--- src/rtl/sysbus_rr_scheduler_pkg.sv ---
// Shared types and constants for the Sysbus round-robin scheduler.
package sysbus_sched_pkg;

    typedef enum logic [1:0] {
        IDLE  = 2'd0,
        ADDR  = 2'd1,
        WDATA = 2'd2,
        RESP  = 2'd3
    } state_t;

    localparam int REQ_ICACHE      = 0;
    localparam int REQ_DREAD       = 1;
    localparam int REQ_DWB         = 2;

    localparam int BEATS_DEFAULT   = 8;
    localparam int TIMEOUT_DEFAULT = 1023;

    // Width of an index over n items, never narrower than one bit.
    function automatic int idx_width(input int n);
        return (n > 1) ? $clog2(n) : 1;
    endfunction

endpackage

--- src/rtl/sysbus_rr_scheduler_if.sv ---
// Cache-side request/response lanes plus the single Sysbus port.
// master: the scheduler. slave: the caches and the memory side.
interface sysbus_rr_scheduler_if #(
    parameter int WIDTH     = 64,
    parameter int TAG_WIDTH = 13,
    parameter int NREQ      = 3
);
    logic [NREQ-1:0]           cl_reqcyc;
    logic [NREQ*WIDTH-1:0]     cl_req;
    logic [NREQ*TAG_WIDTH-1:0] cl_reqtag;
    logic [NREQ-1:0]           cl_wr;
    logic [NREQ*WIDTH-1:0]     cl_wdata;
    logic [NREQ-1:0]           cl_reqack;
    logic [NREQ-1:0]           cl_wnext;
    logic [NREQ-1:0]           cl_respcyc;
    logic [WIDTH-1:0]          cl_resp;
    logic [TAG_WIDTH-1:0]      cl_resptag;
    logic [NREQ-1:0]           cl_err;

    logic                      bus_reqcyc;
    logic [WIDTH-1:0]          bus_req;
    logic [TAG_WIDTH-1:0]      bus_reqtag;
    logic                      bus_reqack;
    logic                      bus_respcyc;
    logic [WIDTH-1:0]          bus_resp;
    logic [TAG_WIDTH-1:0]      bus_resptag;
    logic                      bus_respack;

    modport master (
        input  cl_reqcyc, cl_req, cl_reqtag, cl_wr, cl_wdata,
        output cl_reqack, cl_wnext, cl_respcyc, cl_resp, cl_resptag, cl_err,
        output bus_reqcyc, bus_req, bus_reqtag, bus_respack,
        input  bus_reqack, bus_respcyc, bus_resp, bus_resptag
    );

    modport slave (
        output cl_reqcyc, cl_req, cl_reqtag, cl_wr, cl_wdata,
        input  cl_reqack, cl_wnext, cl_respcyc, cl_resp, cl_resptag, cl_err,
        input  bus_reqcyc, bus_req, bus_reqtag, bus_respack,
        output bus_reqack, bus_respcyc, bus_resp, bus_resptag
    );

endinterface

--- src/rtl/sysbus_rr_scheduler_rr_pick.sv ---
// Round-robin priority search: first asserted request at or above base,
// wrapping back to index 0.
module rr_pick
    import sysbus_sched_pkg::*;
#(
    parameter int NREQ = 3,
    parameter int PW   = idx_width(NREQ)
) (
    input  logic [NREQ-1:0] req,
    input  logic [PW-1:0]   base,
    output logic            found,
    output logic [PW-1:0]   idx
);

    // Walk the requesters starting at base; the first hit wins.
    always_comb begin
        int j;
        j     = 0;
        found = 1'b0;
        idx   = '0;
        for (int k = 0; k < NREQ; k++) begin
            j = (int'(base) + k) % NREQ;
            if (!found && req[j]) begin
                found = 1'b1;
                idx   = PW'(j);
            end
        end
    end

endmodule

--- src/rtl/sysbus_rr_scheduler.sv ---
// Shares one Sysbus memory port among the cache requesters. Grants in
// round-robin order, sends address and write beats, forwards response
// beats to the owner only and aborts a burst if memory stops answering.
module sysbus_rr_scheduler
    import sysbus_sched_pkg::*;
#(
    parameter int WIDTH     = 64,
    parameter int TAG_WIDTH = 13,
    parameter int NREQ      = 3,
    parameter int BEATS     = BEATS_DEFAULT,
    parameter int TIMEOUT   = TIMEOUT_DEFAULT
) (
    input logic                  clk,
    input logic                  reset,
    sysbus_rr_scheduler_if.master bif
);

    localparam int PW   = idx_width(NREQ);
    localparam int BC_W = $clog2(BEATS + 1);
    localparam int WC_W = idx_width(BEATS);
    localparam int WD_W = $clog2(TIMEOUT + 1);

    state_t               state, state_nxt;
    logic [PW-1:0]        rr_ptr, rr_ptr_nxt;
    logic [PW-1:0]        owner, owner_nxt;
    logic                 owner_wr, owner_wr_nxt;
    logic [BC_W-1:0]      beat_cnt, beat_cnt_nxt;
    logic [WC_W-1:0]      wd_cnt, wd_cnt_nxt;
    logic [WD_W-1:0]      wdog, wdog_nxt;

    logic [NREQ-1:0]      reqack_q, reqack_nxt;
    logic [NREQ-1:0]      wnext_q, wnext_nxt;
    logic [NREQ-1:0]      respcyc_q, respcyc_nxt;
    logic [NREQ-1:0]      err_q, err_nxt;
    logic [WIDTH-1:0]     resp_q, resp_nxt;
    logic [TAG_WIDTH-1:0] resptag_q, resptag_nxt;
    logic                 bus_reqcyc_q, bus_reqcyc_nxt;
    logic [WIDTH-1:0]     bus_req_q, bus_req_nxt;
    logic [TAG_WIDTH-1:0] bus_reqtag_q, bus_reqtag_nxt;
    logic                 bus_respack_q, bus_respack_nxt;

    logic                 pick_found;
    logic [PW-1:0]        pick_idx;
    logic [NREQ-1:0]      owner_oh;
    logic [WIDTH-1:0]     owner_wdata;
    logic                 progress;
    logic                 timeout_hit;
    logic                 last_beat;

    rr_pick #(
        .NREQ (NREQ),
        .PW   (PW)
    ) u_pick (
        .req   (bif.cl_reqcyc),
        .base  (rr_ptr),
        .found (pick_found),
        .idx   (pick_idx)
    );

    assign owner_oh    = NREQ'(1) << owner;
    assign owner_wdata = bif.cl_wdata[int'(owner)*WIDTH +: WIDTH];

    // Any accepted request word or response beat counts as progress and
    // holds off the watchdog.
    assign progress    = ((state == ADDR || state == WDATA) && bif.bus_reqack) ||
                         ((state == RESP) && bif.bus_respcyc);
    assign timeout_hit = (state != IDLE) && !progress && (wdog == WD_W'(TIMEOUT));

    // A write burst completes with a single response beat.
    assign last_beat   = owner_wr ? (beat_cnt == BC_W'(0)) : (beat_cnt == BC_W'(BEATS - 1));

    // Next-state and next-output logic; pulses default low, bus fields hold.
    always_comb begin
        state_nxt       = state;
        rr_ptr_nxt      = rr_ptr;
        owner_nxt       = owner;
        owner_wr_nxt    = owner_wr;
        beat_cnt_nxt    = beat_cnt;
        wd_cnt_nxt      = wd_cnt;
        wdog_nxt        = wdog;
        reqack_nxt      = '0;
        wnext_nxt       = '0;
        respcyc_nxt     = '0;
        err_nxt         = '0;
        resp_nxt        = resp_q;
        resptag_nxt     = resptag_q;
        bus_reqcyc_nxt  = bus_reqcyc_q;
        bus_req_nxt     = bus_req_q;
        bus_reqtag_nxt  = bus_reqtag_q;
        bus_respack_nxt = 1'b0;

        case (state)
            IDLE: begin
                if (pick_found) begin
                    reqack_nxt     = NREQ'(1) << pick_idx;
                    bus_reqcyc_nxt = 1'b1;
                    bus_req_nxt    = bif.cl_req[int'(pick_idx)*WIDTH +: WIDTH];
                    bus_reqtag_nxt = bif.cl_reqtag[int'(pick_idx)*TAG_WIDTH +: TAG_WIDTH];
                    owner_nxt      = pick_idx;
                    owner_wr_nxt   = bif.cl_wr[pick_idx];
                    rr_ptr_nxt     = (pick_idx == PW'(NREQ - 1)) ? '0 : pick_idx + PW'(1);
                    wdog_nxt       = '0;
                    state_nxt      = ADDR;
                end
            end
            ADDR: begin
                if (bif.bus_reqack) begin
                    wdog_nxt = '0;
                    if (!owner_wr) begin
                        bus_reqcyc_nxt = 1'b0;
                        state_nxt      = RESP;
                    end else begin
                        bus_req_nxt = owner_wdata;
                        wnext_nxt   = owner_oh;
                        wd_cnt_nxt  = '0;
                        state_nxt   = WDATA;
                    end
                end else begin
                    wdog_nxt = wdog + WD_W'(1);
                end
            end
            WDATA: begin
                if (bif.bus_reqack) begin
                    wdog_nxt = '0;
                    if (int'(wd_cnt) < BEATS - 1) begin
                        wd_cnt_nxt  = wd_cnt + WC_W'(1);
                        bus_req_nxt = owner_wdata;
                        wnext_nxt   = owner_oh;
                    end else begin
                        wd_cnt_nxt     = '0;
                        bus_reqcyc_nxt = 1'b0;
                        state_nxt      = RESP;
                    end
                end else begin
                    wdog_nxt = wdog + WD_W'(1);
                end
            end
            RESP: begin
                if (bif.bus_respcyc) begin
                    respcyc_nxt     = owner_oh;
                    resp_nxt        = bif.bus_resp;
                    resptag_nxt     = bif.bus_resptag;
                    bus_respack_nxt = 1'b1;
                    wdog_nxt        = '0;
                    if (last_beat) begin
                        beat_cnt_nxt = '0;
                        state_nxt    = IDLE;
                    end else begin
                        beat_cnt_nxt = beat_cnt + BC_W'(1);
                    end
                end else begin
                    wdog_nxt = wdog + WD_W'(1);
                end
            end
            default: state_nxt = IDLE;
        endcase

        // Memory went silent: flag the owner and drop the bus.
        if (timeout_hit) begin
            err_nxt         = owner_oh;
            respcyc_nxt     = '0;
            bus_reqcyc_nxt  = 1'b0;
            bus_req_nxt     = '0;
            bus_reqtag_nxt  = '0;
            bus_respack_nxt = 1'b0;
            beat_cnt_nxt    = '0;
            wd_cnt_nxt      = '0;
            wdog_nxt        = '0;
            state_nxt       = IDLE;
        end
    end

    // FSM state, arbitration pointer, ownership and burst counters.
    always_ff @(posedge clk) begin
        if (reset) begin
            state    <= IDLE;
            rr_ptr   <= '0;
            owner    <= '0;
            owner_wr <= 1'b0;
            beat_cnt <= '0;
            wd_cnt   <= '0;
            wdog     <= '0;
        end else begin
            state    <= state_nxt;
            rr_ptr   <= rr_ptr_nxt;
            owner    <= owner_nxt;
            owner_wr <= owner_wr_nxt;
            beat_cnt <= beat_cnt_nxt;
            wd_cnt   <= wd_cnt_nxt;
            wdog     <= wdog_nxt;
        end
    end

    // Registered outputs toward the caches and the bus.
    always_ff @(posedge clk) begin
        if (reset) begin
            reqack_q      <= '0;
            wnext_q       <= '0;
            respcyc_q     <= '0;
            err_q         <= '0;
            resp_q        <= '0;
            resptag_q     <= '0;
            bus_reqcyc_q  <= 1'b0;
            bus_req_q     <= '0;
            bus_reqtag_q  <= '0;
            bus_respack_q <= 1'b0;
        end else begin
            reqack_q      <= reqack_nxt;
            wnext_q       <= wnext_nxt;
            respcyc_q     <= respcyc_nxt;
            err_q         <= err_nxt;
            resp_q        <= resp_nxt;
            resptag_q     <= resptag_nxt;
            bus_reqcyc_q  <= bus_reqcyc_nxt;
            bus_req_q     <= bus_req_nxt;
            bus_reqtag_q  <= bus_reqtag_nxt;
            bus_respack_q <= bus_respack_nxt;
        end
    end

    assign bif.cl_reqack   = reqack_q;
    assign bif.cl_wnext    = wnext_q;
    assign bif.cl_respcyc  = respcyc_q;
    assign bif.cl_err      = err_q;
    assign bif.cl_resp     = resp_q;
    assign bif.cl_resptag  = resptag_q;
    assign bif.bus_reqcyc  = bus_reqcyc_q;
    assign bif.bus_req     = bus_req_q;
    assign bif.bus_reqtag  = bus_reqtag_q;
    assign bif.bus_respack = bus_respack_q;

endmodule
--- src/flat_wrapper.sv ---
// flat-port wrapper written by rule: the top's interface ports become plain ports
module sysbus_rr_scheduler_flat import sysbus_sched_pkg::*;
#(
    parameter int WIDTH     = 64,
    parameter int TAG_WIDTH = 13,
    parameter int NREQ      = 3,
    parameter int BEATS     = BEATS_DEFAULT,
    parameter int TIMEOUT   = TIMEOUT_DEFAULT
)
  (clk, reset, bif_cl_reqcyc, bif_cl_req, bif_cl_reqtag, bif_cl_wr, bif_cl_wdata, bif_cl_reqack, bif_cl_wnext, bif_cl_respcyc, bif_cl_resp, bif_cl_resptag, bif_cl_err, bif_bus_reqcyc, bif_bus_req, bif_bus_reqtag, bif_bus_respack, bif_bus_reqack, bif_bus_respcyc, bif_bus_resp, bif_bus_resptag);
  sysbus_rr_scheduler_if #(.WIDTH(WIDTH), .TAG_WIDTH(TAG_WIDTH), .NREQ(NREQ)) bif_i ();
  input logic clk;
  input logic reset;
  input wire logic [$bits(bif_i.cl_reqcyc)-1:0] bif_cl_reqcyc;
  input wire logic [$bits(bif_i.cl_req)-1:0] bif_cl_req;
  input wire logic [$bits(bif_i.cl_reqtag)-1:0] bif_cl_reqtag;
  input wire logic [$bits(bif_i.cl_wr)-1:0] bif_cl_wr;
  input wire logic [$bits(bif_i.cl_wdata)-1:0] bif_cl_wdata;
  output wire logic [$bits(bif_i.cl_reqack)-1:0] bif_cl_reqack;
  output wire logic [$bits(bif_i.cl_wnext)-1:0] bif_cl_wnext;
  output wire logic [$bits(bif_i.cl_respcyc)-1:0] bif_cl_respcyc;
  output wire logic [$bits(bif_i.cl_resp)-1:0] bif_cl_resp;
  output wire logic [$bits(bif_i.cl_resptag)-1:0] bif_cl_resptag;
  output wire logic [$bits(bif_i.cl_err)-1:0] bif_cl_err;
  output wire logic [$bits(bif_i.bus_reqcyc)-1:0] bif_bus_reqcyc;
  output wire logic [$bits(bif_i.bus_req)-1:0] bif_bus_req;
  output wire logic [$bits(bif_i.bus_reqtag)-1:0] bif_bus_reqtag;
  output wire logic [$bits(bif_i.bus_respack)-1:0] bif_bus_respack;
  input wire logic [$bits(bif_i.bus_reqack)-1:0] bif_bus_reqack;
  input wire logic [$bits(bif_i.bus_respcyc)-1:0] bif_bus_respcyc;
  input wire logic [$bits(bif_i.bus_resp)-1:0] bif_bus_resp;
  input wire logic [$bits(bif_i.bus_resptag)-1:0] bif_bus_resptag;
  assign bif_i.cl_reqcyc = bif_cl_reqcyc;
  assign bif_i.cl_req = bif_cl_req;
  assign bif_i.cl_reqtag = bif_cl_reqtag;
  assign bif_i.cl_wr = bif_cl_wr;
  assign bif_i.cl_wdata = bif_cl_wdata;
  assign bif_cl_reqack = bif_i.cl_reqack;
  assign bif_cl_wnext = bif_i.cl_wnext;
  assign bif_cl_respcyc = bif_i.cl_respcyc;
  assign bif_cl_resp = bif_i.cl_resp;
  assign bif_cl_resptag = bif_i.cl_resptag;
  assign bif_cl_err = bif_i.cl_err;
  assign bif_bus_reqcyc = bif_i.bus_reqcyc;
  assign bif_bus_req = bif_i.bus_req;
  assign bif_bus_reqtag = bif_i.bus_reqtag;
  assign bif_bus_respack = bif_i.bus_respack;
  assign bif_i.bus_reqack = bif_bus_reqack;
  assign bif_i.bus_respcyc = bif_bus_respcyc;
  assign bif_i.bus_resp = bif_bus_resp;
  assign bif_i.bus_resptag = bif_bus_resptag;
  sysbus_rr_scheduler #(.WIDTH(WIDTH), .TAG_WIDTH(TAG_WIDTH), .NREQ(NREQ), .BEATS(BEATS), .TIMEOUT(TIMEOUT)) u_core (.clk(clk), .reset(reset), .bif(bif_i));
endmodule
--- config.mk ---
export PLATFORM = sky130hd
export DESIGN_NAME = sysbus_rr_scheduler_flat
export DESIGN_NICKNAME = d
export VERILOG_FILES = /design/src/rtl/sysbus_rr_scheduler_pkg.sv /design/src/rtl/sysbus_rr_scheduler_if.sv /design/src/rtl/sysbus_rr_scheduler_rr_pick.sv /design/src/rtl/sysbus_rr_scheduler.sv /design/src/flat_wrapper.sv
export SDC_FILE = /design/constraint.sdc
export NUM_CORES = 1
export LEC_CHECK = 0
export ABC_AREA = 1
export CAP_MARGIN = 5
export CORE_AREA = 2 2 267 269
export CTS_CLUSTER_DIAMETER = 200
export CTS_CLUSTER_SIZE = 10
export DETAILED_ROUTE_END_ITERATION = 6
export DIE_AREA = 0 0 269 271
export PLACE_DENSITY = 0.41
export SLEW_MARGIN = 10
export SYNTH_ARGS = -nofsm -noshare
export SYNTH_HDL_FRONTEND = slang
export SYNTH_SLANG_ARGS = --single-unit
--- constraint.sdc ---
create_clock -name clk -period 5.26 [get_ports clk]
set_input_delay 0.789 -clock clk [delete_from_list [all_inputs] [get_ports clk]]
set_output_delay 0.789 -clock clk [all_outputs]
set_load 0.005 [all_outputs]
### After elaboration in Yosys (flattened, before gate mapping)

Index checks and enable logic that the tools add are counted.

* add/subtract/negate cells: 6
* $mul: 1
* divide/modulo/power cells: 3
* magnitude comparators: 5
* eq/ne operators: 15
* shift operators: 5
* mux-type cells: 55
* bitwise gates (word level): 5
* reduce and logical (&&, ||, !) cells: 28

Operator list (number)
* 192-bit by 9-bit indexed part select with 64-bit output: 2
* 64-bit two-way mux: 5
* 64-bit one-hot mux with 3 select lines: 1
* 32-bit by 4-bit less-than comparator with 1-bit output, second input constant: 3
* 32-bit by 3-bit modulo with 32-bit output, second input constant: 2
* 39-bit by 32-bit indexed part select with 13-bit output: 1
* 3-bit by 3-bit modulo with 32-bit output, second input constant: 1
* 10-bit two-way mux: 3
* 10-bit one-hot mux with 3 select lines: 1
* 3-bit two-way mux: 8
* 2-bit two-way mux: 10
* 1-bit two-way mux: 18
* 6-bit AND reduction: 3
* 2-bit inequality test, second input constant: 6
* 3-bit one-hot mux with 2 select lines: 2
* 10-bit by 1-bit adder with 10-bit output, second input constant: 1
* 10-bit == test, second input constant: 1
* 1-bit binary-select mux with 2-bit select: 4
* 2-bit one-hot mux with 4 select lines: 1
* 2-bit == test, second input constant: 3
* 1-bit logical AND: 6
* 2-bit by 4-bit multiplier with 6-bit output, second input constant: 1
* 2-bit by 1-bit inequality test with 1-bit output, second input constant: 3
* 2-bit OR reduction: 3
* other kinds (23): 34

* bits in registers: 192
* input port bits: 510
* output and inout bits: 168
* word-level logic and storage cells: 140

### Depth between registers and ports, before layout

Gate-level depths: netlist (run 1).

* depth in word-level cells: 14
* depth in mapped cells: 17
* gate-level depth less buffers: 15

### Modules after synthesis

Synthesis (run 1) repeated with hierarchy kept, for this count alone.

* cells, all modules: 1581
* area total of the unflattened synthesis: 10670.2 µm²

Modules (own cells, without submodules)
* sysbus_rr_scheduler: times used 1, cells an instance 1530, area each 10430.0 µm², seq. area each 3843.7 µm²
* rr_pick: times used 1, cells an instance 51, area each 240.2 µm², seq. area each 0.0 µm²

### Least setup slack after synthesis (run 1)

No wires, ideal clock.

* kind: register -> register
* start: reg u_core.rr_ptr[0]
* end: reg u_core.bus_req_q[53], in the netlist u_core.bif.bus_req[53]
* setup time: 123 ps
* arrival time: 1946 ps
* required time: 5137 ps
* setup slack: 3191 ps
* stages on the path, launching flop included: 17
* buffers on the path: 2
* clock period less this slack: 2069 ps
* cells stage by stage: dfxtp_1 -> inv_1 -> ha_1 -> inv_2 -> nand3_1 -> nand2_1 -> nand2_4 -> inv_6 -> nand3_4 -> nand2_8 -> inv_4 -> buf_12 -> buf_12 -> nand3_2 -> nand2_1 -> nand2_1 -> a21oi_2

* word-level cells in the longest chain between the ends: 14
* elaborated cells on any way between the ends: 29
* classes of those cells: add/sub (2); div (3); eq/ne (1); shift (1); mux (17); reduce/logical (5)

RTL lines
* from (decl): line sysbus_rr_scheduler.sv:24 `logic [PW-1:0] rr_ptr, rr_ptr_nxt;`
* from (signal assigned): line sysbus_rr_scheduler.sv:185 `rr_ptr <= rr_ptr_nxt;`
* parallel branches: the longest is 14 deep, another holds 32-bit by 3-bit modulo with 32-bit output
* to (signal assigned): line sysbus_rr_scheduler.sv:215 `bus_req_q <= bus_req_nxt;`
* to (decl): line sysbus_rr_scheduler.sv:38 `logic [WIDTH-1:0] bus_req_q, bus_req_nxt;`

Several ways; the timed one is not identified. The select of a mux whose other input is x is not followed.
A chain may end at the register's enable or synchronous reset.

### Worst setup path in the final report (run 1)

* start: reg u_core.rr_ptr[0]
* end: reg u_core.bus_req_q[63], in the netlist u_core.bif.bus_req[63]

Same word-level chain as after synthesis.

==> results of run 1 <==
-- layer usage --
metal / wire length [um] / GRT usage (%) / part of all wire [%] / up-vias
li1: - / - / - / 7099
met2: 36950 / 34.71 / 52 / 402
met3: 4626 / 4.787 / 6.5 / 60
met4: 1048 / 5.058 / 1.5 / 14
met1: 28810 / 21.74 / 40 / 6791
met5: 88 / 0 / 0.12 / -
-- layout make-up --
type / count / area (um2)
Antenna cell: 8 / 20.02
Multi-Input combinational cell: 1323 / 6710
Fill cell: 7653 / 49710
Tap cell: 940 / 1176
Inverter: 190 / 723.2
Timing Repair Buffer: 697 / 6952
Clock buffer: 17 / 425.4
Sequential cell: 192 / 3849
Clock inverter: 15 / 222.7
-- flip-flops by register name (all words and copies together) (netlist names) --
signal / flops
u_core.wd_cnt: 3
u_core.bif.bus_reqcyc: 1
u_core.owner_wr: 1
u_core.bif.cl_err: 3
u_core.bif.cl_reqack: 3
u_core.bif.bus_req: 64
u_core.wdog: 10
u_core.bif.bus_respack: 1
u_core.bif.cl_resp: 64
u_core.bif.cl_resptag: 13
u_core.rr_ptr: 2
u_core.state: 2
u_core.bif.cl_wnext: 3
u_core.beat_cnt: 4
u_core.bif.cl_respcyc: 3
u_core.bif.bus_reqtag: 13
u_core.owner: 2
-- cells in the mapped netlist, drive strengths merged --
cell and number:
ha 14, dfxtp 192, nand4 2, nand3 168, o2111ai 2, o21a 2
o32ai 1, xnor2 1, clkbuf 59, a211oi 68, nand2 454, a21oi 222
o211ai 14, nor4 4, nor3 8, inv 190, o22ai 1, buf 75
a31oi 1, o21ai 86, xor2 1, or2 16, nor2 258
-- worst max-delay path: stages (launching register included) --
cell	delay (ns)
sky130_fd_sc_hd__dfxtp_1	0.39
sky130_fd_sc_hd__inv_1	0.08
sky130_fd_sc_hd__ha_1	0.41
sky130_fd_sc_hd__inv_2	0.13
sky130_fd_sc_hd__nand2_1	0.06
sky130_fd_sc_hd__nand3_1	0.06
sky130_fd_sc_hd__nand2_1	0.08
sky130_fd_sc_hd__nand2_2	0.07
sky130_fd_sc_hd__nor2_2	0.04
sky130_fd_sc_hd__nor2_4	0.13
sky130_fd_sc_hd__nand2_8	0.23
sky130_fd_sc_hd__inv_4	0.67
sky130_fd_sc_hd__nand3_1	0.36
sky130_fd_sc_hd__nand2_1	0.22
sky130_fd_sc_hd__nand2_1	0.06
sky130_fd_sc_hd__a21oi_1	0.11
-- power breakdown --
group	switching [uW]	total [uW]	internal [uW]
Sequential	206	1970	1760
Combinational	3800	6020	2220
Clock	795	1500	707
-- per-stage QoR --
step / instances / utilization, % / total power, uW / setup slack [ns]
floorplan: 1839 / - / 5775 / 3.191
global placement: 3342 / 27.81 / 8075 / 1.507
detailed placement: 3342 / 27.81 / 8090 / 1.503
CTS: 3374 / 28.74 / 9673 / 1.971
global route: 3380 / 28.76 / 10280 / 1.768
finish: 3382 / 28.77 / 9488 / 2.014
-- final timing paths --
path,cells past startpoint,to,startpoint,slack (ns)
worst max register to register,15,u_core.bif.bus_req[63]$_SDFFE_PP0P_,u_core.rr_ptr[0]$_SDFFE_PP0P_,2.01
worst max-delay path,15,u_core.bif.bus_req[63]$_SDFFE_PP0P_,u_core.rr_ptr[0]$_SDFFE_PP0P_,2.01
worst min-delay path,2,u_core.bif.bus_reqcyc$_SDFFE_PP0P_,u_core.bif.bus_reqcyc$_SDFFE_PP0P_,0.46
worst min register to register,2,u_core.bif.bus_reqcyc$_SDFFE_PP0P_,u_core.bif.bus_reqcyc$_SDFFE_PP0P_,0.46
-- logic make-up (layout without fill, tap and decap cells) --
kind of cell / count (synthesis) / after routing
xor gates and xnor gates: 2 / 2
and+or+nand+nor: 910 / 910
other: 0 / 8
adders and majority gates: 14 / 14
DFF: 192 / 192
AOI/OAI and AO/OA: 397 / 397
buffers and inverters: 324 / 919
==> impl_metrics.py, run 1 <==
metrics = {
    "status": {
        "run_status": "finished clean",
    },
    "clocking": {
        "post_cts_resized": 0,
        "cts-htree-levels": 4,
        "post_cts_buffers": 0,
        "clock_sinks": 192,
        "worst_setup_hold_path_clk_slew_ns": 0.09,
        "clk_latency_ns": 0.51,
        "cts-buffers-inserted": 17,
        "root_buf_cell": "sky130_fd_sc_hd__clkbuf_16",
        "clock_path_buffers": 2,
        "tritoncts_clock_tree": "yes",
        "cts_hold_buf": 0,
    },
    "drt": {
        "detail_route.vias_per_cell": 4.248,
        "drt_wl_total_mm": 71.53,
        "detail_route.iter0.violations": 716,
        "drcViolationCount": 0,
        "detailed_route_wire_length_per_cell_um": 21.15,
        "ant_nets": 0,
        "detailroute.via_count": 14370,
        "drt_pre_antenna_iters": 5,
    },
    "floorplanning": {
        "placeableCoreArea_mm2": 0.06979,
        "effective_utilization_at_floorplan_pct": 17.17,
        "io_pins": 678,
        "fp.dieArea_mm2": 0.07290,
        "die_x_um": 269,
        "die-height_um": 271,
        "num_rows": 97,
    },
    "timing": {
        "slew_violations": 0,
        "final_hold_viol_count": 0,
        "timing.slew.headroom_pct": 22.68,
        "totalNegativeSetupSlack_ns": 0,
        "finalWorstPathRequiredPeriod_ns": 3.246,
        "setup_viol": 0,
        "post-route-period-util_pct": 61.72,
        "max_freq_mhz": 308.0,
        "max_slew.worst_pin.slew_ns": 1.160,
        "grt_setup_unrepaired": "no",
        "fin_worst_skew_ns": 0.01493,
        "timing.hold.ws_ns": 0.4585,
    },
    "final_layout": {
        "layout-area-overhead-vs-synth_pct": 67.59,
        "layout.cells.most_common_list": "677 x sky130_fd_sc_hd__clkdlybuf4s50_1, 446 x sky130_fd_sc_hd__nand2_1, 254 x sky130_fd_sc_hd__nor2_1, 190 x sky130_fd_sc_hd__dfxtp_1, 175 x sky130_fd_sc_hd__inv_1",
        "mostFrequentLayoutCell": "sky130_fd_sc_hd__clkdlybuf4s50_1",
        "fin_area_mm2": 0.02008,
        "final_nets": 2945,
        "post_route_cells_drive_above_1_share_pct": 7.847,
    },
    "place": {
        "gp_congestion": 0.8911,
        "detailed_place.area_mm2": 0.01941,
        "io_buffers": 677,
        "dpl.hpwl_mm": 54.46,
    },
    "yosys": {
        "share_of_the_synthesized_area_in_the_top_cell_type_pct": 32.08,
        "synth_cell_types": 46,
        "ys_seq_area_share_pct": 32.08,
        "syn-cell-area_mm2": 0.01198,
        "post_synth_xor_area_fraction_pct": 0.1462,
        "synth-seq-cells": 192,
        "synthesized_area_fraction_occupied_by_and_or_nand_nor_cells_pct": 33.95,
        "yosys_warnings": 0,
        "synth_largest_area_cell": "sky130_fd_sc_hd__dfxtp_1",
        "synthAdderAreaFrac_pct": 1.462,
        "synth_compound_gate_area_share_pct": 20.10,
        "postSynthAreaPerCell_um2": 6.515,
        "synth_area_leaders": "sky130_fd_sc_hd__dfxtp_1 32%, sky130_fd_sc_hd__nand2_1 14%, sky130_fd_sc_hd__nor2_1 8.0%",
        "yosys-mux-area-fraction_pct": 0,
        "synth_top_family_by_area": "simple AND/OR/NAND/NOR gates",
        "postSynthNetCount": 2363,
        "syn_inst": 1839,
    },
    "global_routing": {
        "vias_in_the_first_global_route": 14240,
        "globalRouteOverflowTotal": 0,
        "grt_usage_pct": 19.03,
        "global_route_wire_length_before_repair_mm": 100.6,
        "number_of_antenna_violations_at_the_first_check_in_global_routing": 16,
        "grt_max_degree": 93,
    },
    "setup_path": {
        "required_ns": 5.68,
        "worst_setup_path_end_kind": "flop",
        "timing.critical_path.from_type": "flop",
        "timing.critical_path.fanout_max": 46,
        "worst-setup-path-type": "flop to flop",
        "critical_path_arrival_ns": 3.66,
    },
    "power_and_ir_drop": {
        "power_leakage_uw": 0.008058,
        "ir_drop_v": 0.0003379,
        "p_per_area_mw_per_mm2": 472.6,
    },
    "flow_run": {
        "max_cap_viol_count": 0,
    },
    "hold_path": {
        "min_path_type": "flop to flop",
    },
}
(Power assumes the default switching activity.)
==> run 2: changes to the inputs <==
--- a/config.mk
+++ b/config.mk
@@ -7,12 +7,12 @@
 export LEC_CHECK = 0
 export ABC_AREA = 1
 export CAP_MARGIN = 5
-export CORE_AREA = 2 2 267 269
+export CORE_AREA = 2 2 261 263
 export CTS_CLUSTER_DIAMETER = 200
 export CTS_CLUSTER_SIZE = 10
 export DETAILED_ROUTE_END_ITERATION = 6
-export DIE_AREA = 0 0 269 271
-export PLACE_DENSITY = 0.41
+export DIE_AREA = 0 0 263 265
+export PLACE_DENSITY = 0.43
 export SLEW_MARGIN = 10
 export SYNTH_ARGS = -nofsm -noshare
 export SYNTH_HDL_FRONTEND = slang
==> constraint.sdc (replaced) <==
create_clock -name clk -period 3.3 [get_ports clk]
set_input_delay 0.495 -clock clk [delete_from_list [all_inputs] [get_ports clk]]
set_output_delay 0.495 -clock clk [all_outputs]
set_load 0.005 [all_outputs]
==> impl_metrics.py, run 2 (synthesis results as in run 1) <==
metrics = {
    "status": {
        "run_status": "finished clean",
    },
    "power_and_ir_drop": {
        "power_leakage_uw": 0.008196,
        "ir_drop_v": 0.0005975,
        "p_per_area_mw_per_mm2": 762.9,
        "total_power_uw": 15450,
    },
    "timing": {
        "max_slew.worst_pin.slew_ns": 1.033,
        "post-route-period-util_pct": 87.69,
        "totalNegativeSetupSlack_ns": 0,
        "final_hold_viol_count": 0,
        "setup_viol": 0,
        "grt_setup_unrepaired": "no",
        "slew_violations": 0,
        "max_freq_mhz": 345.6,
        "timing.hold.ws_ns": 0.4686,
        "fin_worst_skew_ns": 0.01788,
        "setup_ws_ns": 0.4061,
        "timing.slew.headroom_pct": 31.15,
        "finalWorstPathRequiredPeriod_ns": 2.894,
    },
    "clocking": {
        "clock_path_buffers": 2,
        "cts-buffers-inserted": 17,
        "clk_latency_ns": 0.50,
        "post_cts_resized": 0,
        "post_cts_buffers": 0,
        "root_buf_cell": "sky130_fd_sc_hd__clkbuf_16",
        "tritoncts_clock_tree": "yes",
        "cts_hold_buf": 0,
        "cts-htree-levels": 4,
        "worst_setup_hold_path_clk_slew_ns": 0.08,
        "clock_sinks": 192,
    },
    "setup_path": {
        "critical_path_arrival_ns": 3.26,
        "required_ns": 3.67,
        "worst-setup-path-type": "flop to flop",
        "worst_setup_path_end_kind": "flop",
        "timing.critical_path.fanout_max": 35,
        "timing.critical_path.from_type": "flop",
    },
    "global_routing": {
        "grt_max_degree": 80,
        "grt_usage_pct": 20.46,
        "vias_in_the_first_global_route": 14700,
        "number_of_antenna_violations_at_the_first_check_in_global_routing": 14,
        "globalRouteOverflowTotal": 0,
        "global_route_wire_length_before_repair_mm": 105.0,
    },
    "place": {
        "gp_congestion": 0.9255,
        "preCtsSetupSlack_ns": 0.2363,
        "io_buffers": 677,
        "dpl.hpwl_mm": 57.53,
    },
    "floorplanning": {
        "effective_utilization_at_floorplan_pct": 17.93,
        "die-height_um": 265,
        "placeableCoreArea_mm2": 0.06680,
        "io_pins": 678,
        "die_x_um": 263,
        "fp.dieArea_mm2": 0.06970,
        "num_rows": 95,
    },
    "drt": {
        "detail_route.iter0.violations": 995,
        "ant_nets": 0,
        "detailed_route_wire_length_per_cell_um": 21.81,
        "detail_route.vias_per_cell": 4.390,
        "detailroute.via_count": 14660,
        "drt_pre_antenna_iters": 4,
        "drt_wl_total_mm": 72.84,
        "drcViolationCount": 0,
    },
    "final_layout": {
        "post_route_cells_drive_above_1_share_pct": 8.862,
        "layout.cells.most_common_list": "677 x sky130_fd_sc_hd__clkdlybuf4s50_1, 446 x sky130_fd_sc_hd__nand2_1, 254 x sky130_fd_sc_hd__nor2_1, 190 x sky130_fd_sc_hd__dfxtp_1, 175 x sky130_fd_sc_hd__inv_1",
        "final_nets": 2971,
        "layout.filler_cells": 7315,
        "layout-area-overhead-vs-synth_pct": 69.01,
        "mostFrequentLayoutCell": "sky130_fd_sc_hd__clkdlybuf4s50_1",
    },
    "hold_path": {
        "min_path_type": "flop to flop",
    },
    "flow_run": {
        "max_cap_viol_count": 0,
    },
}
-- run 2: cell count changes in the layout (fill, tap and decap cells not counted) --
| cell | delta |
|---|---|
| sky130_fd_sc_hd__clkinv_1 | -1 |
| sky130_fd_sc_hd__diode_2 | -1 |
| sky130_fd_sc_hd__dfxtp_4 | -1 |
| sky130_fd_sc_hd__inv_2 | +1 |
| sky130_fd_sc_hd__bufinv_16 | -1 |
| sky130_fd_sc_hd__clkinv_4 | -1 |
| sky130_fd_sc_hd__dfxtp_2 | +1 |
| sky130_fd_sc_hd__buf_4 | +19 |
| sky130_fd_sc_hd__clkinvlp_4 | +2 |
| sky130_fd_sc_hd__buf_12 | +7 |
-- run 2: worst max-delay path: stages, from the launching register on --
cell                       delay, ns
sky130_fd_sc_hd__dfxtp_1        0.38
sky130_fd_sc_hd__inv_1          0.08
sky130_fd_sc_hd__ha_1           0.41
sky130_fd_sc_hd__inv_2          0.13
sky130_fd_sc_hd__nand3_1        0.09
sky130_fd_sc_hd__nand2_1        0.13
sky130_fd_sc_hd__nand2_4        0.08
sky130_fd_sc_hd__inv_6          0.08
sky130_fd_sc_hd__nand3_4        0.24
sky130_fd_sc_hd__nand2_4        0.47
sky130_fd_sc_hd__inv_2          0.27
sky130_fd_sc_hd__o211ai_1       0.29
sky130_fd_sc_hd__a21oi_1        0.09
-- run 2: per-stage QoR --
step	utilization (%)	area, um2	std cells
6_report	30.31	20250	3340
5_1_grt	30.30	20240	3338
3_5_place_dp	29.35	19610	3301
2_1_floorplan	-	11980	1839
3_3_place_gp	29.35	19610	3301
4_1_cts	30.28	20230	3333
-- run 2: final timing paths --
path / slack [ns] / startpoint / depth (start not counted) / end
min reg2reg: 0.47 / u_core.bif.bus_req[63]$_SDFFE_PP0P_ / 2 / u_core.bif.bus_req[63]$_SDFFE_PP0P_
min: 0.47 / u_core.bif.bus_req[63]$_SDFFE_PP0P_ / 2 / u_core.bif.bus_req[63]$_SDFFE_PP0P_
max: 0.41 / u_core.rr_ptr[0]$_SDFFE_PP0P_ / 12 / u_core.bif.bus_reqtag[12]$_SDFFE_PP0P_
max reg2reg: 0.41 / u_core.rr_ptr[0]$_SDFFE_PP0P_ / 12 / u_core.bif.bus_reqtag[12]$_SDFFE_PP0P_
-- run 2: layer usage --
layer	routed length, um	vias to the layer above	share of wire, %	GRT usage, %
met5	46	-	0.063	0
met4	1389	8	1.9	5.544
met3	4314	64	5.9	4.868
met2	36350	462	50	36.13
met1	30740	6981	42	24.71
li1	-	7146	-	-
-- run 2: where the power goes --
group / leakage, uW / internal, uW / switching (uW)
sequential: 0.00157 / 2800 / 279
combinational: 0.00633 / 3820 / 6250
clock: 0.000295 / 1050 / 1250
-- run 2: area by class of cell --
| type | count | area [um2] | area share (%) |
|---|---|---|---|
| Timing Repair Buffer | 723 | 7234 | 35.73 |
| Inverter | 190 | 723.2 | 3.572 |
| Multi-Input combinational cell | 1323 | 6710 | 33.14 |
| Antenna cell | 7 | 17.52 | 0.08651 |
| Clock inverter | 15 | 198.9 | 0.9825 |
| Tap cell | 873 | 1092 | 5.395 |
| Sequential cell | 192 | 3846 | 19.00 |
| Clock buffer | 17 | 425.4 | 2.101 |
==> run 3: changes to the inputs <==
==> constraint.sdc (replaced) <==
create_clock -name clk -period 3.3 [get_ports clk]
set_input_delay 0.66 -clock clk [delete_from_list [all_inputs] [get_ports clk]]
set_output_delay 0.66 -clock clk [all_outputs]
set_load 0.005 [all_outputs]
==> impl_metrics.py, run 3 (synthesis results as in run 1) <==
metrics = {
    "power_and_ir_drop": {
        "power_leakage_uw": 0.008201,
        "p_per_area_mw_per_mm2": 765.4,
        "total_power_uw": 15590,
        "ir_drop_v": 0.0004387,
    },
    "global_routing": {
        "grt_max_degree": 81,
        "vias_in_the_first_global_route": 14800,
        "global_route_wire_length_before_repair_mm": 105.0,
        "grt_usage_pct": 20.61,
        "number_of_antenna_violations_at_the_first_check_in_global_routing": 27,
        "globalRouteOverflowTotal": 0,
    },
    "clocking": {
        "clock_sinks": 192,
        "tritoncts_clock_tree": "yes",
        "root_buf_cell": "sky130_fd_sc_hd__clkbuf_16",
        "worst_setup_hold_path_clk_slew_ns": 0.09,
        "clock_path_buffers": 2,
        "post_cts_buffers": 0,
        "post_cts_resized": 0,
        "clk_latency_ns": 0.52,
        "cts-htree-levels": 4,
        "cts_hold_buf": 0,
        "cts-buffers-inserted": 17,
    },
    "setup_path": {
        "timing.critical_path.fanout_max": 18,
        "critical_path_arrival_ns": 3.23,
        "worst-setup-path-type": "flop to flop",
        "timing.critical_path.from_type": "flop",
        "ff2ff_setup_slack_ns": 0.44,
        "worst_setup_path_end_kind": "flop",
        "required_ns": 3.68,
    },
    "flow_run": {
        "max_cap_viol_count": 0,
    },
    "place": {
        "dpl.hpwl_mm": 56.41,
        "gp_congestion": 0.9572,
        "io_buffers": 677,
    },
    "timing": {
        "final_hold_viol_count": 0,
        "grt_setup_unrepaired": "no",
        "timing.slew.headroom_pct": 42.52,
        "totalNegativeSetupSlack_ns": 0,
        "slew_violations": 0,
        "finalWorstPathRequiredPeriod_ns": 2.857,
        "setup_viol": 0,
        "max_slew.worst_pin.slew_ns": 0.8622,
        "max_freq_mhz": 350.1,
        "post-route-period-util_pct": 86.56,
        "fin_worst_skew_ns": 0.02140,
    },
    "floorplanning": {
        "fp.dieArea_mm2": 0.06970,
        "effective_utilization_at_floorplan_pct": 17.93,
        "die-height_um": 265,
        "placeableCoreArea_mm2": 0.06680,
        "num_rows": 95,
        "die_x_um": 263,
        "io_pins": 678,
    },
    "drt": {
        "drt_wl_total_mm": 73.09,
        "detail_route.iter0.violations": 872,
        "detailed_route_wire_length_per_cell_um": 21.84,
        "detail_route.vias_per_cell": 4.366,
        "ant_nets": 0,
        "drt_pre_antenna_iters": 5,
        "detailroute.via_count": 14610,
        "drcViolationCount": 0,
    },
    "final_layout": {
        "mostFrequentLayoutCell": "sky130_fd_sc_hd__clkdlybuf4s50_1",
        "layout.cells.most_common_list": "677 x sky130_fd_sc_hd__clkdlybuf4s50_1, 446 x sky130_fd_sc_hd__nand2_1, 254 x sky130_fd_sc_hd__nor2_1, 190 x sky130_fd_sc_hd__dfxtp_1, 175 x sky130_fd_sc_hd__inv_1",
        "post_route_cells_drive_above_1_share_pct": 8.415,
        "final_nets": 2959,
        "layout-area-overhead-vs-synth_pct": 69.98,
    },
    "hold_path": {
        "min_path_type": "flop to flop",
    },
    "status": {
        "run_status": "finished clean",
    },
}
## run 3: metrics by stage
step	hold WS (ns)	setup WS, ns	std cells	instance area (um2)	utilization, %
after CTS	0.4624	0.4172	3321	20300	30.39
after global routing	0.4881	0.2438	3343	20360	30.47
after global placement	0.4384	0.2380	3289	19640	29.40
after floorplan	0.4361	1.231	1839	11980	-
after detailed placement	0.4406	0.1947	3289	19640	29.40
final	0.4634	0.4435	3346	20360	30.49
## run 3: power breakdown
| part | switching (uW) | internal (uW) | total [uW] |
|---|---|---|---|
| Combinational | 6180 | 3860 | 10000 |
| Clock | 1340 | 1090 | 2430 |
| Sequential | 310 | 2800 | 3120 |
| Total | 7830 | 7760 | 15600 |
## run 3: metal layers
metal,track usage [%],routed length (um)
met2,34.74,36130
met3,6.085,5192
met4,9.405,2116
met1,24.08,29620
met5,0,31
## run 3: area by class of cell
cell class | instances | area, um2
Inverter | 190 | 723.2
Antenna cell | 25 | 62.56
Clock inverter | 15 | 235.2
Fill cell | 7248 | 46440
Clock buffer | 17 | 425.4
Timing Repair Buffer | 711 | 7269
Sequential cell | 192 | 3846
Tap cell | 873 | 1092
Multi-Input combinational cell | 1323 | 6710
## run 3: final timing paths
check                                                         from                                endpoint  depth (start not counted)
worst min-delay path            u_core.bif.bus_reqcyc$_SDFFE_PP0P_      u_core.bif.bus_reqcyc$_SDFFE_PP0P_                          2
worst max-delay path                 u_core.rr_ptr[0]$_SDFFE_PP0P_  u_core.bif.bus_reqtag[12]$_SDFFE_PP0P_                         12
worst min register to register  u_core.bif.bus_reqcyc$_SDFFE_PP0P_      u_core.bif.bus_reqcyc$_SDFFE_PP0P_                          2
worst max register to register       u_core.rr_ptr[0]$_SDFFE_PP0P_  u_core.bif.bus_reqtag[12]$_SDFFE_PP0P_                         12
## run 3: worst max-delay path, cell delays in order, from the launching register on
cell and delay (ns):
sky130_fd_sc_hd__dfxtp_1 0.40, sky130_fd_sc_hd__inv_1 0.08, sky130_fd_sc_hd__ha_1 0.41, sky130_fd_sc_hd__inv_2 0.13, sky130_fd_sc_hd__nand3_1 0.10, sky130_fd_sc_hd__nand2_1 0.15
sky130_fd_sc_hd__nand2_4 0.08, sky130_fd_sc_hd__inv_6 0.08, sky130_fd_sc_hd__nand3_4 0.27, sky130_fd_sc_hd__nand2_4 0.31, sky130_fd_sc_hd__inv_2 0.21, sky130_fd_sc_hd__o211ai_1 0.38
sky130_fd_sc_hd__a21oi_1 0.12
